===== config.mk =====
export PLATFORM = sky130hd
export DESIGN_NAME = blit_coord_gen_flat
export DESIGN_NICKNAME = d
export VERILOG_FILES = /design/src/rtl/blit_coord_gen_if.sv /design/src/rtl/blit_coord_gen.sv /design/src/flat_wrapper.sv
export SDC_FILE = /design/constraint.sdc
export NUM_CORES = 1
export LEC_CHECK = 0
export CAP_MARGIN = 5
export CORE_AREA = 2 2 117 204
export CTS_BUF_LIST = sky130_fd_sc_hd__clkbuf_2 sky130_fd_sc_hd__clkbuf_4 sky130_fd_sc_hd__clkbuf_8
export DETAILED_ROUTE_END_ITERATION = 12
export DIE_AREA = 0 0 119 206
export DONT_BUFFER_PORTS = 1
export HOLD_SLACK_MARGIN = 0.12
export PLACE_DENSITY = 0.76
export SYNTH_ARGS = -nofsm -noshare
export SYNTH_HDL_FRONTEND = slang
export SYNTH_SLANG_ARGS = --single-unit

===== constraint.sdc =====
create_clock -name clock -period 8.9 [get_ports clock]
set_input_delay 1.335 -clock clock [delete_from_list [all_inputs] [get_ports clock]]
set_output_delay 1.335 -clock clock [all_outputs]
set_load 0.02 [all_outputs]

===== src/rtl/blit_coord_gen_if.sv =====
// Command/pixel bundle for blit_coord_gen.
// The cmd_reverse signal exists only when BLIT_COORD_REVERSE_EN is defined.
interface blit_coord_gen_if;
  logic        cmd_valid;
  logic        cmd_ready;
  logic [15:0] cmd_width;
  logic [15:0] cmd_height;
  logic [15:0] cmd_dest_x;
  logic [15:0] cmd_dest_y;
  logic [15:0] cmd_src_x;
  logic [15:0] cmd_src_y;
  logic [15:0] cmd_color;
`ifdef BLIT_COORD_REVERSE_EN
  logic        cmd_reverse;
`endif
  logic [15:0] p2_dest_x;
  logic [15:0] p2_dest_y;
  logic [15:0] p2_src_x;
  logic [15:0] p2_src_y;
  logic [15:0] p2_color;
  logic        p2_write;
  logic        busy;
  logic        done;

  // Command processor side
  modport master (
    output cmd_valid, cmd_width, cmd_height, cmd_dest_x, cmd_dest_y,
           cmd_src_x, cmd_src_y, cmd_color,
`ifdef BLIT_COORD_REVERSE_EN
    output cmd_reverse,
`endif
    input  cmd_ready, p2_dest_x, p2_dest_y, p2_src_x, p2_src_y, p2_color,
           p2_write, busy, done
  );

  // Rectangle walker side
  modport slave (
    input  cmd_valid, cmd_width, cmd_height, cmd_dest_x, cmd_dest_y,
           cmd_src_x, cmd_src_y, cmd_color,
`ifdef BLIT_COORD_REVERSE_EN
    input  cmd_reverse,
`endif
    output cmd_ready, p2_dest_x, p2_dest_y, p2_src_x, p2_src_y, p2_color,
           p2_write, busy, done
  );
endinterface


===== src/rtl/blit_coord_gen.sv =====
// Blitter rectangle walker: accepts one rectangle command and emits one pixel
// coordinate set per unstalled cycle in raster order.
// Optional feature: define BLIT_COORD_REVERSE_EN to enable the reverse
// (bottom-right to top-left) walk selected per command by cmd_reverse.
module blit_coord_gen (
  input  logic             clock,
  input  logic             reset,
  input  logic             stall,
  blit_coord_gen_if.slave  bus
);

  typedef enum logic [0:0] {StIdle, StRun} state_e;

  state_e      state_q, state_d;
  logic [15:0] w_q, w_d, h_q, h_d;
  logic [15:0] col_q, col_d, row_q, row_d;
  logic [15:0] dx_org_q, dx_org_d, dy_org_q, dy_org_d;
  logic [15:0] sx_org_q, sx_org_d, sy_org_q, sy_org_d;
  logic [15:0] color_q, color_d;
  logic [15:0] dst_x_q, dst_x_d, dst_y_q, dst_y_d;
  logic [15:0] src_x_q, src_x_d, src_y_q, src_y_d;
  logic        write_q, write_d;
  logic        done_q, done_d;
  logic        rev_eff;
  logic        accept;
  logic        last_pix;

`ifdef BLIT_COORD_REVERSE_EN
  logic rev_q, rev_d;
  assign rev_eff = rev_d;
`else
  assign rev_eff = 1'b0;
`endif

  // Coordinate of pixel idx along one axis; wraps modulo 2^16.
  function automatic logic [15:0] walk(input logic [15:0] org, input logic [15:0] size,
                                       input logic [15:0] idx, input logic rev);
    return rev ? (org + size - 16'd1 - idx) : (org + idx);
  endfunction

  assign bus.cmd_ready = (state_q == StIdle) && !stall;
  assign accept        = bus.cmd_valid && bus.cmd_ready;
  assign last_pix      = (col_q == w_q - 16'd1) && (row_q == h_q - 16'd1);

  // Next-state: command latch, raster counters and registered pixel outputs.
  always_comb begin
    state_d  = state_q;
    w_d      = w_q;
    h_d      = h_q;
    col_d    = col_q;
    row_d    = row_q;
    dx_org_d = dx_org_q;
    dy_org_d = dy_org_q;
    sx_org_d = sx_org_q;
    sy_org_d = sy_org_q;
    color_d  = color_q;
    dst_x_d  = dst_x_q;
    dst_y_d  = dst_y_q;
    src_x_d  = src_x_q;
    src_y_d  = src_y_q;
    write_d  = write_q;
    done_d   = done_q;
`ifdef BLIT_COORD_REVERSE_EN
    rev_d    = rev_q;
`endif
    // A stalled cycle keeps every default, so outputs stay frozen.
    if (!stall) begin
      write_d = 1'b0;
      done_d  = 1'b0;
      unique case (state_q)
        StIdle: begin
          if (accept) begin
            w_d      = bus.cmd_width;
            h_d      = bus.cmd_height;
            dx_org_d = bus.cmd_dest_x;
            dy_org_d = bus.cmd_dest_y;
            sx_org_d = bus.cmd_src_x;
            sy_org_d = bus.cmd_src_y;
            color_d  = bus.cmd_color;
            col_d    = 16'd0;
            row_d    = 16'd0;
`ifdef BLIT_COORD_REVERSE_EN
            rev_d    = bus.cmd_reverse;
`endif
            if (bus.cmd_width == 16'd0 || bus.cmd_height == 16'd0) begin
              done_d = 1'b1;
            end else begin
              state_d = StRun;
              write_d = 1'b1;
            end
          end
        end
        StRun: begin
          if (last_pix) begin
            state_d = StIdle;
            done_d  = 1'b1;
          end else begin
            write_d = 1'b1;
            if (col_q == w_q - 16'd1) begin
              col_d = 16'd0;
              row_d = row_q + 16'd1;
            end else begin
              col_d = col_q + 16'd1;
            end
          end
        end
        default: state_d = StIdle;
      endcase
      // Coordinates are derived from the counters the new pixel will carry.
      if (write_d) begin
        dst_x_d = walk(dx_org_d, w_d, col_d, rev_eff);
        dst_y_d = walk(dy_org_d, h_d, row_d, rev_eff);
        src_x_d = walk(sx_org_d, w_d, col_d, rev_eff);
        src_y_d = walk(sy_org_d, h_d, row_d, rev_eff);
      end
    end
  end

  // State register; synchronous reset abandons any command in flight.
  always_ff @(posedge clock) begin
    if (reset) begin
      state_q  <= StIdle;
      w_q      <= 16'd0;
      h_q      <= 16'd0;
      col_q    <= 16'd0;
      row_q    <= 16'd0;
      dx_org_q <= 16'd0;
      dy_org_q <= 16'd0;
      sx_org_q <= 16'd0;
      sy_org_q <= 16'd0;
      color_q  <= 16'd0;
      dst_x_q  <= 16'd0;
      dst_y_q  <= 16'd0;
      src_x_q  <= 16'd0;
      src_y_q  <= 16'd0;
      write_q  <= 1'b0;
      done_q   <= 1'b0;
`ifdef BLIT_COORD_REVERSE_EN
      rev_q    <= 1'b0;
`endif
    end else begin
      state_q  <= state_d;
      w_q      <= w_d;
      h_q      <= h_d;
      col_q    <= col_d;
      row_q    <= row_d;
      dx_org_q <= dx_org_d;
      dy_org_q <= dy_org_d;
      sx_org_q <= sx_org_d;
      sy_org_q <= sy_org_d;
      color_q  <= color_d;
      dst_x_q  <= dst_x_d;
      dst_y_q  <= dst_y_d;
      src_x_q  <= src_x_d;
      src_y_q  <= src_y_d;
      write_q  <= write_d;
      done_q   <= done_d;
`ifdef BLIT_COORD_REVERSE_EN
      rev_q    <= rev_d;
`endif
    end
  end

  assign bus.p2_dest_x = dst_x_q;
  assign bus.p2_dest_y = dst_y_q;
  assign bus.p2_src_x  = src_x_q;
  assign bus.p2_src_y  = src_y_q;
  assign bus.p2_color  = color_q;
  assign bus.p2_write  = write_q;
  assign bus.busy      = (state_q == StRun);
  assign bus.done      = done_q;

endmodule


===== src/flat_wrapper.sv =====
// flat-port wrapper written by rule: the top's interface ports become plain ports
module blit_coord_gen_flat 
  (clock, reset, stall, bus_cmd_valid, bus_cmd_width, bus_cmd_height, bus_cmd_dest_x, bus_cmd_dest_y, bus_cmd_src_x, bus_cmd_src_y, bus_cmd_color, bus_cmd_ready, bus_p2_dest_x, bus_p2_dest_y, bus_p2_src_x, bus_p2_src_y, bus_p2_color, bus_p2_write, bus_busy, bus_done);
  blit_coord_gen_if bus_i ();
  input  logic clock;
  input  logic reset;
  input  logic stall;
  input wire logic [$bits(bus_i.cmd_valid)-1:0] bus_cmd_valid;
  input wire logic [$bits(bus_i.cmd_width)-1:0] bus_cmd_width;
  input wire logic [$bits(bus_i.cmd_height)-1:0] bus_cmd_height;
  input wire logic [$bits(bus_i.cmd_dest_x)-1:0] bus_cmd_dest_x;
  input wire logic [$bits(bus_i.cmd_dest_y)-1:0] bus_cmd_dest_y;
  input wire logic [$bits(bus_i.cmd_src_x)-1:0] bus_cmd_src_x;
  input wire logic [$bits(bus_i.cmd_src_y)-1:0] bus_cmd_src_y;
  input wire logic [$bits(bus_i.cmd_color)-1:0] bus_cmd_color;
  output wire logic [$bits(bus_i.cmd_ready)-1:0] bus_cmd_ready;
  output wire logic [$bits(bus_i.p2_dest_x)-1:0] bus_p2_dest_x;
  output wire logic [$bits(bus_i.p2_dest_y)-1:0] bus_p2_dest_y;
  output wire logic [$bits(bus_i.p2_src_x)-1:0] bus_p2_src_x;
  output wire logic [$bits(bus_i.p2_src_y)-1:0] bus_p2_src_y;
  output wire logic [$bits(bus_i.p2_color)-1:0] bus_p2_color;
  output wire logic [$bits(bus_i.p2_write)-1:0] bus_p2_write;
  output wire logic [$bits(bus_i.busy)-1:0] bus_busy;
  output wire logic [$bits(bus_i.done)-1:0] bus_done;
  assign bus_i.cmd_valid = bus_cmd_valid;
  assign bus_i.cmd_width = bus_cmd_width;
  assign bus_i.cmd_height = bus_cmd_height;
  assign bus_i.cmd_dest_x = bus_cmd_dest_x;
  assign bus_i.cmd_dest_y = bus_cmd_dest_y;
  assign bus_i.cmd_src_x = bus_cmd_src_x;
  assign bus_i.cmd_src_y = bus_cmd_src_y;
  assign bus_i.cmd_color = bus_cmd_color;
  assign bus_cmd_ready = bus_i.cmd_ready;
  assign bus_p2_dest_x = bus_i.p2_dest_x;
  assign bus_p2_dest_y = bus_i.p2_dest_y;
  assign bus_p2_src_x = bus_i.p2_src_x;
  assign bus_p2_src_y = bus_i.p2_src_y;
  assign bus_p2_color = bus_i.p2_color;
  assign bus_p2_write = bus_i.p2_write;
  assign bus_busy = bus_i.busy;
  assign bus_done = bus_i.done;
  blit_coord_gen u_core (.clock(clock), .reset(reset), .stall(stall), .bus(bus_i));
endmodule

[Word-level counts from Yosys, hierarchy flattened]
Cells that the tools add are included.
W data, S select, Z words.
Operators by class
  bitwise logic cells: 2
  muxes and demuxes: 31
  reduce and logical (&&, ||, !) cells: 9
  equality and inequality tests: 2
  add/subtract/negate cells: 8
Operators with widths (count)
  $mux W16: 20
  $add A16 B16 Y16: 4
  $pmux W16 S2: 2
  $add A16 B1 Y16 const B: 2
  $eq A16 B16 Y1: 2
  $logic_not A16 Y1: 2
  $sub A16 B1 Y16 const B: 2
  $mux W1: 7
  $pmux W1 S2: 2
  $logic_and A1 B1 Y1: 3
  $reduce_and A3 Y1: 1
  $not A1 Y1: 2
  $reduce_and A2 Y1: 1
  $logic_not A1 Y1: 1
  $logic_or A1 B1 Y1: 1
Word-level totals
  register bits: 211
  output and inout bits: 84
  word-level logic and storage cells: 68
  bits of input ports: 116

[Logic depth before layout (Yosys ltp)]
Gate-level depths: netlist (run 1).
  depth after elaboration: 7
  gate-level depth with buffers: 30
  gate-level depth less buffers: 27

[Worst setup path after synthesis (run 1)]
Ideal clock, no wire load.
  kind: reg2reg
  start point: reg u_core.w_q[0]
  end point: reg u_core.dst_x_q[15] (netlist: u_core.bus.p2_dest_x[15])
  period minus slack after synthesis: 6.309 ns
  arrival: 6.223 ns
  stages on the path, launching flop included: 29
  library setup time: 0.086 ns
  buffers on the path: 2
  setup slack: 2.591 ns
  cells stage by stage: dfxtp_1 -> inv_1 -> ha_1 -> or4b_1 -> buf_2 -> or3b_1 -> a2111oi_0 -> a211oi_1 -> nor2_1 -> nand2_2 -> or2_2 -> clkbuf_1 -> nand2_1 -> a32oi_1 -> nor2_1 -> ha_1 -> a21o_1 -> a21o_1 -> a21o_1 -> a21oi_1 -> o21bai_1 -> a211o_1 -> a2111oi_0 -> o31ai_1 -> a21oi_1 -> nor2_1 -> nor2_1 -> xnor2_1 -> a211oi_1
On the way
  longest elaborated chain between the ends: 7
Ends and longest elaborated chain
  start, declared: line blit_coord_gen.sv:15  | logic [15:0] w_q, w_d, h_q, h_d;
  start signal, assigned: line blit_coord_gen.sv:143  | w_q <= w_d;
  $sub A16 B1 Y16 (*): line blit_coord_gen.sv:43, blit_coord_gen.sv:99
  $eq A16 B16 Y1 (*): line blit_coord_gen.sv:43, blit_coord_gen.sv:99
  $mux W16 or $logic_and A1 B1 Y1 (tied branches): line blit_coord_gen.sv:99, blit_coord_gen.sv:43
  $mux W16 or $mux W1 (tied branches): line blit_coord_gen.sv:94  | if (last_pix) begin
  $pmux W16 S2 or $pmux W1 S2 (tied branches): line blit_coord_gen.sv:70  | unique case (state_q)
  $mux W16 or $mux W1 (tied branches): line blit_coord_gen.sv:67  | if (!stall) begin
  $add A16 B16 Y16 or $reduce_and A2 Y1 (tied branches)
  end signal, assigned: line blit_coord_gen.sv:152  | dst_x_q <= dst_x_d;
  end, declared: line blit_coord_gen.sv:20  | logic [15:0] dst_x_q, dst_x_d, dst_y_q, dst_y_d;
Mark *: on every way between the ends. The rest lies on a longest branch, timed or not. The select of a mux whose other input is x is not followed.
A chain may end at the register's enable or synchronous reset.

[Worst setup path after layout (run 1)]
  start point: reg u_core.w_q[0]
  end point: reg u_core.src_x_q[15] (netlist: u_core.bus.p2_src_x[15])
On the way
  longest elaborated chain between the ends: 7
Ends and longest elaborated chain
  $sub A16 B1 Y16 (*): line blit_coord_gen.sv:43, blit_coord_gen.sv:99
  $eq A16 B16 Y1 (*): line blit_coord_gen.sv:43, blit_coord_gen.sv:99
  $mux W16 or $logic_and A1 B1 Y1 (tied branches): line blit_coord_gen.sv:99, blit_coord_gen.sv:43
  $mux W16 or $mux W1 (tied branches): line blit_coord_gen.sv:94
  $pmux W16 S2 or $pmux W1 S2 (tied branches): line blit_coord_gen.sv:70
  $mux W16 or $mux W1 (tied branches): line blit_coord_gen.sv:67
  $add A16 B16 Y16 or $reduce_and A2 Y1 (tied branches)
  end signal, assigned: line blit_coord_gen.sv:154  | src_x_q <= src_x_d;
  end, declared: line blit_coord_gen.sv:21  | logic [15:0] src_x_q, src_x_d, src_y_q, src_y_d;
Marks and branches as above.

==> impl_metrics.toml, run 1 <==
[yosys]
yosysSeqAreaShare = 0.339
async_flop_share = 0
synth_top_area_share = 0.339
yosys_warnings = 0
ys.flop_type = "dfxtp_1"
synth_edf_count = 0
synth_top_area_cell = "dfxtp_1"
synth_seq_cells = 210
syn-num-nets = 1825
synthCells = 1641
syn_avg_cell_area_um2 = 7.56
ys_types = 82
syn_area_um2 = 12400
synth_area_leaders = "dfxtp_1 34%, nand2_1 12%, a21oi_1 8.7%, ha_1 6.5%, xnor2_1 4.9%"

[floorplan]
initial_utilization = 0.538
die_x_um = 119
ios = 200
design.core.area_um2 = 23100
die-area_um2 = 24500
placementRows = 74
die_y_um = 206

[cells_and_area]
final_common_cell = "nand2_1"
layout_common_cells = "403 x nand2_1, 216 x a21oi_1, 210 x dfxtp_1"
layout-drive-gt1-share = 0.0638
final_util = 0.573
syn_to_final_growth_pct = 6.53
num-fill-cells = 2135
final_nets = 1774

[place]
dp_hpwl_mm = 24.9
place.gp.congestion = 0.907
port_buffers = 0

[global_route]
grt_pass1_vias = 11200
grt_remaining_overflow = 0
grt_max_degree = 211
track_usage = 0.277
grt_pass1_wl_mm = 54.9
antenna_found_initial = 0

[critical_path]
cp_slowest_cell = "or4b_1"
crit_buf_inv = 1
cp_num_cells = 26
critPathMaxStageDelay_ns = 0.62
worstPathArrival_ns = 7.75
rr_worst_depth = 26
crit_top_cell = "a21oi_1"
cp_top_family = "compound AO/OA/AOI/OAI gates"
worstPathRequired_ns = 9.38
cp-start-kind = "register"
cp-end-kind = "register"
path_class = "reg2reg"
cp_max_fo = 10

[hold_path]
hold_class = "reg2reg"
whs_path_depth = 2

[power_and_ir_drop]
p_leak_nw = 5.41
power-per-cell-area_nw_per_um2 = 170
finalPower_mw = 2.25
peakVddDrop_mv = 0.132

[clock_tree]
holdBufCountCts = 0
clockRootBuffer = "clkbuf_8"
numCtsBuffers = 34
cts_tree = "built"
clockBufferDepth = 3
clkSinkCount = 210
post_cts_resized = 0
clkLatencyLatePin_ns = 0.56
post-cts-setup-buffers = 0
clk_pin_slew_worst_paths_ns = 0.07
ctsHtreeMaxLevel = 2

[timing]
min_period_ns = 7.28
finalHoldViolCount = 0
fin_tns_setup_ns = 0
skew_ns = 0.0165
drv_slew = 0
max-slew-margin-rel = 0.258
setup_violations = 0
clock.fmax_mhz = 137
worstMarginPinSlew_ns = 1.11
post-route-period-util = 0.818
rsz0062_at_grt = "no"

[detailed_routing]
first_iter_violations = 621
wl_per_cell_um = 17.9
drt-pass1-iter-count = 7
ant_nets = 0
num_vias = 11500
via_per_inst = 5.98
drc = 0
routed_wl_mm = 34.4

[flow_run]
cap_viol_max_count = 0

[status]
status = "finished, final reports clean"
power breakdown:
part | switching [mW] | leakage, nW | internal, mW
Clock | 0.417 | 0.383 | 0.506
Sequential | 0.0532 | 1.71 | 0.980
Combinational | 0.181 | 3.32 | 0.108
Total | 0.652 | 5.41 | 1.59
final cells by class:
type	count	area, µm²	area share
multi-input cells	1290	7670	0.580
flip-flops and latches	210	4200	0.318
clock buffers	43	561	0.0424
well taps	304	380	0.0288
inverters	46	173	0.0131
clock inverters	17	171	0.0130
repair buffers	8	60.1	0.00454
diodes	2	5.00	0.000379
worst min-delay path, cell delays in order (launching register included):
cell	delay, ns
dfxtp_1	0.30
nand2_1	0.06
a21oi_1	0.06
cell families (layout without fill, tap and decap cells):
group | count (synthesis) | after routing | synth area share
muxes | 38 | 38 | 0.0315
adders and majority gates | 68 | 68 | 0.0710
buffers and inverters | 141 | 114 | 0.0457
DFF | 210 | 210 | 0.339
other | 0 | 2 | 0
xor gates and xnor gates | 104 | 104 | 0.0745
AOI/OAI and AO/OA | 393 | 393 | 0.194
and+or+nand+nor | 687 | 687 | 0.244
path summary, 6_finish.rpt:
check                                                 startpoint                              endpoint  slack (ns)
worst min register to register  u_core.sy_org_q[14]$_SDFFE_PP0N_      u_core.sy_org_q[14]$_SDFFE_PP0N_        0.46
worst max register to register        u_core.w_q[0]$_SDFFE_PP0P_  u_core.bus.p2_src_x[15]$_SDFFE_PP0P_        1.62
worst max-delay path                  u_core.w_q[0]$_SDFFE_PP0P_  u_core.bus.p2_src_x[15]$_SDFFE_PP0P_        1.62
worst min-delay path            u_core.sy_org_q[14]$_SDFFE_PP0N_      u_core.sy_org_q[14]$_SDFFE_PP0N_        0.46
state kept, by name, indices dropped and copies added (netlist names):
| name | cells |
|---|---|
| u_core.col_q | 16 |
| u_core.bus.p2_src_x | 16 |
| u_core.bus.p2_color | 16 |
| u_core.bus.p2_write | 1 |
| u_core.dy_org_q | 16 |
| u_core.bus.p2_dest_x | 16 |
| u_core.w_q | 16 |
| u_core.sy_org_q | 16 |
| u_core.row_q | 16 |
| u_core.h_q | 16 |
| u_core.dx_org_q | 16 |
| u_core.sx_org_q | 16 |
| u_core.bus.p2_src_y | 16 |
| u_core.bus.p2_dest_y | 16 |
| u_core.bus.done | 1 |
cell usage after synthesis (all sizes together) (3+ instances only):
library cell and count:
fa 4, or2 9, o31ai 5, nor4 24, a311oi 3, o31a 3
xnor2 69, a211o 3, a22oi 4, o21ai 39, nor3 25, nor2b 4
or4 7, nand2b 12, nor3b 5, mux2i 36, a211oi 27, or4b 4
buf 18, o21bai 10, dfxtp 210, xor2 34, and2 3, and3 13
nor2 109, a21o 21, nand2 405, clkbuf 77, ha 64, a21boi 5
or3 7, nand3 40, inv 45, nand4 10, o21a 4, o211ai 7
o22ai 5, a31oi 7, nand3b 4, a21oi 217, a2111oi 10, o32ai 3
metal layers:
metal	global-route usage	wire length [µm]	vias to the layer above
li1	-	-	5579
met1	0.310	13200	5378
met2	0.481	16700	405
met3	0.0613	2430	121
met4	0.166	1980	0
met5	0	0	-
through the flow:
stage               hold WS, ns  instances  area [µm²]  worst slack (ns)
global route              0.484       1918       13200              1.15
floorplan                 0.444       1641       12400              2.59
CTS                       0.459       1918       13200              1.65
detailed placement        0.450       1858       12500              1.66
finish                    0.462       1920       13200              1.62
global placement          0.445       1858       12500              1.86
Note: power is estimated with default switching activity, not from simulation.
==> inputs of run 2 (changes only) <==
clock period = 7.15 ns   (was 8.9 ns; I/O delays follow)
==> impl_metrics.toml, run 2 (same netlist as run 1, synthesis figures left out) <==
[clock_tree]
post-cts-setup-buffers = 0
cts_tree = "built"
holdBufCountCts = 0
ctsHtreeMaxLevel = 1
clockBufferDepth = 3
clkSinkCount = 210
clk_pin_slew_worst_paths_ns = 0.07
clockRootBuffer = "clkbuf_8"
numCtsBuffers = 31
post_cts_resized = 0
clkLatencyLatePin_ns = 0.62

[floorplan]
placementRows = 74
design.core.area_um2 = 23100
die-area_um2 = 24500
die_x_um = 119
die_y_um = 206
ios = 200
initial_utilization = 0.538

[cells_and_area]
final_nets = 1773
multi_input_area_um2 = 7690
finalInstanceArea_um2 = 13300
layout_common_cells = "402 x nand2_1, 216 x a21oi_1, 210 x dfxtp_1"
syn_to_final_growth_pct = 7.06
final_common_cell = "nand2_1"
layout-drive-gt1-share = 0.0652
seq_area_um2 = 4200
num-fill-cells = 2092
antenna_cells = 0

[power_and_ir_drop]
power-per-cell-area_nw_per_um2 = 213
p_leak_nw = 5.44
peakVddDrop_mv = 0.180

[detailed_routing]
routed_wl_mm = 34.2
wl_per_cell_um = 17.9
num_vias = 11400
first_iter_violations = 738
drc = 0
drt-pass1-iter-count = 5
via_per_inst = 5.95
ant_nets = 0

[place]
dp_hpwl_mm = 24.9
place.gp.congestion = 0.933
port_buffers = 0
dpl_cell_area_um2 = 12500

[global_route]
grt_max_degree = 211
grt_remaining_overflow = 0
antenna_found_initial = 0
track_usage = 0.273
grt_pass1_vias = 11100
grt_pass1_wl_mm = 54.8

[timing]
worstMarginPinSlew_ns = 1.08
finalHoldViolCount = 0
holdWs_ns = 0.464
setup_violations = 0
post-route-period-util = 0.921
max-slew-margin-rel = 0.279
drv_slew = 0
skew_ns = 0.0432
min_period_ns = 6.59
clock.fmax_mhz = 152

[flow_run]
cap_viol_max_count = 0

[critical_path]
cp_slowest_cell = "or4b_1"
path_class = "reg2reg"
cp-end-kind = "register"
worstPathArrival_ns = 7.13
cp-start-kind = "register"
cp_max_fo = 10
critPathMaxStageDelay_ns = 0.61
worstPathRequired_ns = 7.69

[status]
status = "finished, final reports clean"

[hold_path]
hold_class = "reg2reg"
-- run 2: per-layer routing --
layer  track usage  vias to the layer above  share of wire  routed length [µm]
met5             0                        -              0                   0
met2         0.483                      371           0.49               16900
met4         0.130                        0          0.045                1540
met1         0.312                     5348           0.40               13600
met3        0.0546                       85          0.065                2220
li1              -                     5581              -                   -
-- run 2: power breakdown --
group / internal [mW] / switching (mW)
clock: 0.702 / 0.485
sequential: 1.22 / 0.0668
combinational: 0.136 / 0.227
-- run 2: worst paths after layout --
check	from	endpoint	slack, ns	cells after the start
setup / recovery	u_core.w_q[0]$_SDFFE_PP0P_	u_core.bus.p2_dest_x[15]$_SDFFE_PP0P_	0.56	26
hold / removal	u_core.dx_org_q[5]$_SDFFE_PP0N_	u_core.dx_org_q[5]$_SDFFE_PP0N_	0.46	2
setup reg to reg	u_core.w_q[0]$_SDFFE_PP0P_	u_core.bus.p2_dest_x[15]$_SDFFE_PP0P_	0.56	26
hold reg to reg	u_core.dx_org_q[5]$_SDFFE_PP0N_	u_core.dx_org_q[5]$_SDFFE_PP0N_	0.46	2
-- run 2: worst max-delay path, delay by kind of cell (launching register included) --
| family | cells | cell delay (ns) |
|---|---|---|
| AOI/OAI and AO/OA | 13 | 3.05 |
| xor gates and xnor gates | 1 | 0.09 |
| adders and majority gates | 2 | 0.49 |
| buffers and inverters | 1 | 0.08 |
| DFF | 1 | 0.37 |
| and+or+nand+nor | 9 | 2.43 |
-- run 2: layout make-up --
| type | count | share of cell area |
|---|---|---|
| Clock buffer | 44 | 0.0437 |
| Clock inverter | 11 | 0.0138 |
| Inverter | 46 | 0.0130 |
| Multi-Input combinational cell | 1290 | 0.579 |
| Sequential cell | 210 | 0.316 |
| Tap cell | 304 | 0.0286 |
| Timing Repair Buffer | 10 | 0.00565 |
-- run 2: through the flow --
stage | worst slack [ns] | instances | TNS [ns] | util | power (mW)
floorplan | 0.841 | 1641 | 0 | - | 1.60
global placement | 0.352 | 1860 | 0 | 0.542 | 1.66
detailed placement | 0.195 | 1860 | 0 | 0.542 | 1.67
CTS | 0.165 | 1915 | 0 | 0.575 | 2.85
global route | -0.0303 | 1915 | -0.0303 | 0.576 | 2.95
finish | 0.562 | 1915 | 0 | 0.576 | 2.84
